[config.mk]
export PLATFORM = sky130hd
export DESIGN_NAME = mem_arbiter
export DESIGN_NICKNAME = d
export VERILOG_FILES = /design/src/rtl/includes.sv /design/src/rtl/mem_arbiter.sv
export SDC_FILE = /design/constraint.sdc
export NUM_CORES = 1
export LEC_CHECK = 0
export ABC_CLOCK_PERIOD_IN_PS = 1490
export CAP_MARGIN = 20
export CORE_AREA = 8 8 115 117
export CTS_BUF_LIST = sky130_fd_sc_hd__clkbuf_4
export CTS_CLUSTER_SIZE = 24
export DETAILED_ROUTE_END_ITERATION = 8
export DIE_AREA = 0 0 123 125
export PLACE_DENSITY = 0.61
export SYNTH_ARGS = -nofsm -noshare
export SYNTH_HDL_FRONTEND = slang
export SYNTH_SLANG_ARGS = --single-unit
[constraint.sdc]
create_clock -name clk -period 1.49 [get_ports clk]
set_input_delay 0.149 -clock clk [delete_from_list [all_inputs] [get_ports clk]]
set_output_delay 0.149 -clock clk [all_outputs]
set_load 0.02 [all_outputs]
[src/rtl/includes.sv]
// includes: shared width macros and the arbiter state encoding.
`ifndef W_ADDR
`define W_ADDR 32
`endif
`ifndef W_DATA
`define W_DATA 32
`endif

package includes;
    typedef enum logic [1:0] {IDLE, GNT_I, GNT_D} state_t;
endpackage

[src/rtl/mem_arbiter.sv]
// mem_arbiter: shares one memory bus between the instruction and data caches.
`ifndef W_ADDR
`define W_ADDR 32
`endif
`ifndef W_DATA
`define W_DATA 32
`endif

module mem_arbiter
    import includes::*;
#(
    parameter bit RR = 1'b1
) (
    input  logic                 clk,
    input  logic                 rst,
    input  logic                 i_en,
    input  logic                 i_we,
    input  logic [1:0]           i_size,
    input  logic [`W_ADDR-1:0]   i_addr,
    input  logic [`W_DATA-1:0]   i_data_w,
    output logic [`W_DATA-1:0]   i_data_r,
    output logic                 i_addr_o,
    output logic                 i_data_o,
    input  logic                 d_en,
    input  logic                 d_we,
    input  logic [1:0]           d_size,
    input  logic [`W_ADDR-1:0]   d_addr,
    input  logic [`W_DATA-1:0]   d_data_w,
    output logic [`W_DATA-1:0]   d_data_r,
    output logic                 d_addr_o,
    output logic                 d_data_o,
    output logic                 mem_en,
    output logic                 mem_we,
    output logic [1:0]           mem_size,
    output logic [`W_ADDR-1:0]   mem_addr,
    output logic [`W_DATA-1:0]   mem_data_w,
    input  logic [`W_DATA-1:0]   mem_data_r,
    input  logic                 mem_addr_o,
    input  logic                 mem_data_o
);
    state_t state, nxt;
    logic   addr_acc, last;
    logic   sel_i, sel_d, own_en, oth_en;

    assign sel_i  = state == GNT_I;
    assign sel_d  = state == GNT_D;
    assign own_en = sel_i ? i_en : d_en;
    assign oth_en = sel_i ? d_en : i_en;

    always_ff @(posedge clk or posedge rst) begin
        if (rst) begin
            state    <= IDLE;
            addr_acc <= 1'b0;
            last     <= 1'b0;
        end else begin
            state    <= nxt;
            addr_acc <= (state != IDLE) && (nxt == state) && (addr_acc || mem_addr_o);
            if (state != IDLE && mem_data_o)
                last <= sel_d;
        end
    end

    // Completion hands over straight to a waiting requester; an unaccepted, withdrawn request aborts.
    always_comb begin
        nxt = state;
        if (state == IDLE)
            nxt = (i_en && d_en) ? ((RR && !last) ? GNT_D : (RR ? GNT_I : GNT_D)) :
                  d_en ? GNT_D : i_en ? GNT_I : IDLE;
        else if (mem_data_o)
            nxt = oth_en ? (sel_i ? GNT_D : GNT_I) : IDLE;
        else if (!addr_acc && !own_en)
            nxt = IDLE;
    end

    always_comb begin
        mem_en     = (sel_i || sel_d) && own_en && !addr_acc;
        mem_we     = sel_i ? i_we     : sel_d ? d_we     : 1'b0;
        mem_size   = sel_i ? i_size   : sel_d ? d_size   : 2'b00;
        mem_addr   = sel_i ? i_addr   : sel_d ? d_addr   : '0;
        mem_data_w = sel_i ? i_data_w : sel_d ? d_data_w : '0;
        i_addr_o   = sel_i && mem_addr_o;
        i_data_o   = sel_i && mem_data_o;
        d_addr_o   = sel_d && mem_addr_o;
        d_data_o   = sel_d && mem_data_o;
        i_data_r   = mem_data_r;
        d_data_r   = mem_data_r;
    end
endmodule

# --- After elaboration in Yosys (flattened, before gate mapping) ---
# Cells that the tools add are included.
word_totals:
  regBits: 4
  input_bits: 172
classes:
  n_reduce_logical: 17
  muxes: 19
  eq_ne: 3
ops:
  columns: ["cell", "n"]
  rows:
  - ["2-to-1 mux 32 bit", 4]
  - ["2-to-1 mux 2 bit", 10]
  - ["logical AND 1 bit", 11]
  - ["2-to-1 mux 1 bit", 5]
  - ["== test 2 x 1 -> 1 bit (second input constant)", 1]
  - ["== test 2 bit", 1]
  - ["== test 2 bit (second input constant)", 1]
  - ["zero test 1 bit", 2]
  - ["zero test 2 bit", 1]
  - ["logical OR 1 bit", 2]
  - ["nonzero test 2 bit", 1]

# --- Logic depth before layout (Yosys ltp) ---
depth:
  word_depth: 10
  depth_mapped: 7
  depth_no_buf: 6

# --- Worst setup path before layout ---
# No wires, ideal clock.
synth_timing:
  path_kind: "reg2out"
  start: "register state[1]"
  end: "output port mem_data_w[24]"
  path_slack_ns: -0.307
  arrival_time_ns: 1.648
  stages_incl_launch_ff: 7
  n_path_buf: 3
  path_cell_list: "dfrtp_1 inv_1 ha_1 buf_2 buf_2 buf_1 o21ai_0"
synth_via:
  elab_chain_len: 3
  elab_cells_between_ends: 4
  classes_between: "eq/ne: 2; mux: 2"
synth_rtl:
  columns: ["item", "line", "source"]
  rows:
  - ["start, declared", "mem_arbiter.sv:41", "state_t state, nxt;"]
  - ["start signal, assigned", "mem_arbiter.sv:56", "state <= nxt;"]
  - ["== test 2 bit", "mem_arbiter.sv:46", "assign sel_d = state == GNT_D;"]
  - ["2-to-1 mux 32 bit", "mem_arbiter.sv:80", "mem_data_w = sel_i ? i_data_w : sel_d ? d_data_w : '0;"]
  - ["2-to-1 mux 32 bit (*)", "mem_arbiter.sv:80", null]
  - ["end, declared", "mem_arbiter.sv:36", "output logic [`W_DATA-1:0] mem_data_w,"]
# Every way passes the cells marked *; elsewhere a longest branch is shown, timed or not.

# --- Worst setup path after layout ---
layout_timing:
  start: "register state[1]"
  end: "output port mem_addr[8]"
layout_via:
  elab_chain_len: 3
  elab_cells_between_ends: 4
  classes_between: "eq/ne: 2; mux: 2"
layout_rtl:
  columns: ["item", "line", "source"]
  rows:
  - ["== test 2 bit", "mem_arbiter.sv:46", null]
  - ["2-to-1 mux 32 bit", "mem_arbiter.sv:79", "mem_addr = sel_i ? i_addr : sel_d ? d_addr : '0;"]
  - ["2-to-1 mux 32 bit (*)", "mem_arbiter.sv:79", null]
  - ["end, declared", "mem_arbiter.sv:35", "output logic [`W_ADDR-1:0] mem_addr,"]
# Marks and branches as above.

==> metrics list <==
- For this run, asynchronously set or reset flops after synthesis account for 1.00.
- Clock tree synthesis selected as its root buffer the cell sky130_fd_sc_hd__clkbuf_4.
- The floorplan has 40 rows.
* Cell type of the slowest stage on the worst timing path: sky130_fd_sc_hd__dfrtp_1
- When the netlist entered floorplanning its net count stood at 364.
- At the worst endpoint, the required time is 1.34 ns.
- The final layout contains routed wiring with a total length of a little over 10 mm.
- Of all nets on the critical path, the largest fanout is 8.
- In this run the tightest slew margin relative to its limit is 0.874.
- Power spread over the standard cell area amounts to around 1800 nW/um^2.
- The number of hold violations in the final report was 0.
- Most used standard cell by instance count after synthesis: sky130_fd_sc_hd__a22o_1
- Of the total synthesized cell area, the portion taken by AND, OR, NAND and NOR gates is 0.0597.
- Final Setup Violations: 72
- Max Freq: between 500 and 600 MHz
- Post-synthesis share of cell area spent on full adders, half adders and majority gates: 0.0336
- Max-capacitance violation count: 0
* Main combinational cell family by area after synthesis: compound AO/OA/AOI/OAI gates
- In the final routed layout, each cell accounts on average for around 20 um.
* 1st-iter DRT viols: 61
- Reg-to-reg setup timing slack: -0.29 ns
* Floorplan die width: roughly 120 um
- Of the total synthesized cell area, the portion taken by XOR and XNOR cells is 0.
- Post-synthesis cell area: 1490 sq um
- Commonest cells post-synth: 67 x sky130_fd_sc_hd__a22o_1, 64 x sky130_fd_sc_hd__buf_4, 7 x sky130_fd_sc_hd__buf_2, 7 x sky130_fd_sc_hd__clkbuf_1
- The post-synthesis compound-gate area fraction came to 0.430.
- Drc violations: 0
- Cell repeated most along the worst path: sky130_fd_sc_hd__buf_6
* Average size of a mapped cell: around 7.9 sq um
* Delay contributed by the slowest stage of the critical path: 0.41 ns
- Power, Total: a little under 8 mW
- During I/O placement, the number of pins put on the boundary was ~300.
* Nets: 532
- Worst Hold Class: in2async
- The final reports fail on setup timing.
- In this run, synthesis inferred 0 flip-flops with an integrated enable.
- The flow ran to the end, but the final reports show violations.
- Core ar.: between 10000 and 15000 sq um
- Final global-route overflow total: 0
* Largest buffer count on any clock path: 2
- Worst ir drop on vdd: roughly 0.78 mV
- Data arrives at the worst endpoint at about 1.7 ns.
- Total number of clock tree sinks: 4
- Number of buffers inserted by hold repair at cts: 0
- The share of synthesized area in the top cell type comes to 0.394.
* Last weighted congestion value of the routability-driven placer: around 0.75
- The biggest area contributor in the post-synthesis netlist is sky130_fd_sc_hd__a22o_1.
- Once layout is done, the placed cells without fillers occupy 4230 sq um.
- The initial antenna violation count is 0.
- Final-report max-slew violation count: 0
- Measured along the y axis, the die boundary spans around 130 um.
- The worst setup path is captured at a primary output.
- Sequential area share after synthesis: 0.0672
- Detailed placer's ending HPWL: approximately 8 mm
- Yosys mapped the design onto 24 distinct sky130hd cell types.
- Setup repair after global routing could not meet its margin everywhere.
- The worst setup path is of the reg2out kind.
- The cell count after synthesis came out at about 190.
- Fraction of synthesized area in multiplexers: 0.0277
* Maximum number of pins on one net before global-route repair: 21
- In this run the remaining antenna-violating nets after routing total 0.
* Ranking of synthesized cells by area: sky130_fd_sc_hd__a22o_1 39%, sky130_fd_sc_hd__buf_4 32%, sky130_fd_sc_hd__dfrtp_1 6.7%
- Die footprint: approximately 15000 sq um
- H-Tree Depth: 1
- Via Count: 2118
- For the worst flop-to-flop path, the logic depth is 6.
- Placed Instances: roughly 490
- Pin slew with the least headroom to its limit: 0.184 ns
* Number of CTS-inserted buffers: 3
- After detailed placement, the total cell area comes to about 3800 sq um.
* Count of placed standard cells in the final layout, fillers left out: between 500 and 600
- Counting flops and latches in the post-synthesis netlist gives 4.
- Clock latency on the worst-skew pair, taken at its later pin, is between 0.2 and 0.25 ns.
- Dividing the detail-routed via count by the number of cells gives approximately 4.2.
* Primary FF master, synth: sky130_fd_sc_hd__dfrtp_1
* Initial Util: 0.128
- Setup slack of the critical path after layout: -0.331 ns
* Maximum clock skew at final layout: approximately 0.0011 ns
- Of the available clock period, the critical path in the final layout requires 1.22.
- First-pass GRT wire length: around 15 mm
- From synthesis to final layout, the design area changed by 184%.
- The number of antenna diodes in the final layout is 0.
* CTS tree: yes
- The worst setup path is launched from a flip-flop.
- Share of cells above drive strength 1: 0.463
- Buffers placed on the I/O ports in this run total ~210.
* Yosys synthesis warning count: 0
- Clock-pin slew was measured on the worst setup and hold paths at around 0.040 ns.
- For the finished layout, the period the worst path requires is around 1.8 ns.
- Pre-antenna DRT Iters: 3
- Vias in the first global route: between 2000 and 3000
- GRT Util Overall: 0.122
- Worst setup timing slack at the placement stage: -0.586 ns
- Ordered cell list for the critical path: inv_2 -> ha_4 -> nor2b_4 -> buf_6 -> buf_12 -> a22o_1 -> buf_6
* Leakage: approximately 1.9 nW
## repair_timing
action | CTS | global route
pin swaps | 5 | 9
endpoints found under the setup margin | 75 | 75
gates cloned | 6 | 0
setup buffers | 5 | 1
hold endpoints to repair | 0 | 0
resized for setup | 425 | 9
## flip-flops by register name (all words and copies together) (netlist names)
register / flops
addr_acc: 1
state: 2
last: 1
## cell type report
type | instances | area (sq um)
Multi-Input combinational cell | 99 | 1260
Clock buffer | 3 | 22.5
Fill cell | 1167 | 7380
Sequential cell | 4 | 100
Tap cell | 147 | 184
Inverter | 6 | 22.5
Timing Repair Buffer | 242 | 2640
## worst paths after layout
kind	from	end
setup / recovery	state[1]$_DFF_PP0_	mem_addr[8]
setup reg to reg	state[1]$_DFF_PP0_	addr_acc$_DFF_PP0_
max in group asynchronous	rst	state[0]$_DFF_PP0_
hold / removal	rst	last$_DFFE_PP0P_
min in group clk	mem_data_r[20]	d_data_r[20]
hold reg to reg	last$_DFFE_PP0P_	last$_DFFE_PP0P_
## cell usage in the layout (no fill, tap or decap), types with 2 or more instances in the layout
cell type,Yosys,final
sky130_fd_sc_hd__buf_6,0,76
sky130_fd_sc_hd__buf_16,0,4
sky130_fd_sc_hd__and2_1,2,2
sky130_fd_sc_hd__a22o_4,0,40
sky130_fd_sc_hd__nor2_1,2,2
sky130_fd_sc_hd__a22o_1,67,27
sky130_fd_sc_hd__inv_1,6,4
sky130_fd_sc_hd__clkdlybuf4s50_1,0,139
sky130_fd_sc_hd__ha_4,0,4
sky130_fd_sc_hd__mux2i_1,3,2
sky130_fd_sc_hd__nand2_1,6,5
sky130_fd_sc_hd__clkbuf_4,0,3
sky130_fd_sc_hd__dfrtp_1,4,4
sky130_fd_sc_hd__inv_2,0,2
sky130_fd_sc_hd__buf_4,64,15
sky130_fd_sc_hd__a21oi_2,0,2
sky130_fd_sc_hd__and2_2,2,2
sky130_fd_sc_hd__buf_12,0,6
## report_power, final
part	total, mW	switching (mW)	internal [mW]
Sequential	0.205	0.0504	0.154
Combinational	7.45	3.30	4.15
Clock	0.131	0.0412	0.0899
Total	7.79	3.39	4.40
## layer usage
| metal | wire, um | vias up | track usage |
|---|---|---|---|
| li1 | - | 969 | - |
| met1 | 3640 | 987 | 0.126 |
| met2 | 5020 | 144 | 0.219 |
| met3 | 1170 | 18 | 0.0437 |
| met4 | 258 | 0 | 0.0446 |
| met5 | 0 | - | 0 |
## worst max-delay path, delay by kind of cell, from the launching register on
kind                     cells  cell delay [ns]
flip-flops                   1             0.41
adder cells (fa/ha/maj)      1             0.18
AND/OR/NAND/NOR              1             0.18
buffers and inverters        4             0.49
AO/OA/AOI/OAI                1             0.17
## stage by stage
| step | utilization | hold WS [ns] | setup TNS, ns |
|---|---|---|---|
| finish | 0.364 | 0.109 | -19.88 |
| global route | 0.364 | 0.115 | -25.27 |
| CTS | 0.363 | 0.113 | -22.21 |
| detailed placement | 0.331 | 0.298 | -36.66 |
| global placement | 0.331 | 0.298 | -34.74 |
| floorplan | - | -0.0849 | -0.242 |
## cells by family after synthesis
logic type                 Yosys count
AOI/OAI and AO/OA                   75
adders and majority gates            4
buffers and inverters               85
DFF                                  4
muxes                                4
and+or+nand+nor                     16
No activity file was read; power rests on OpenSTA's default activity.
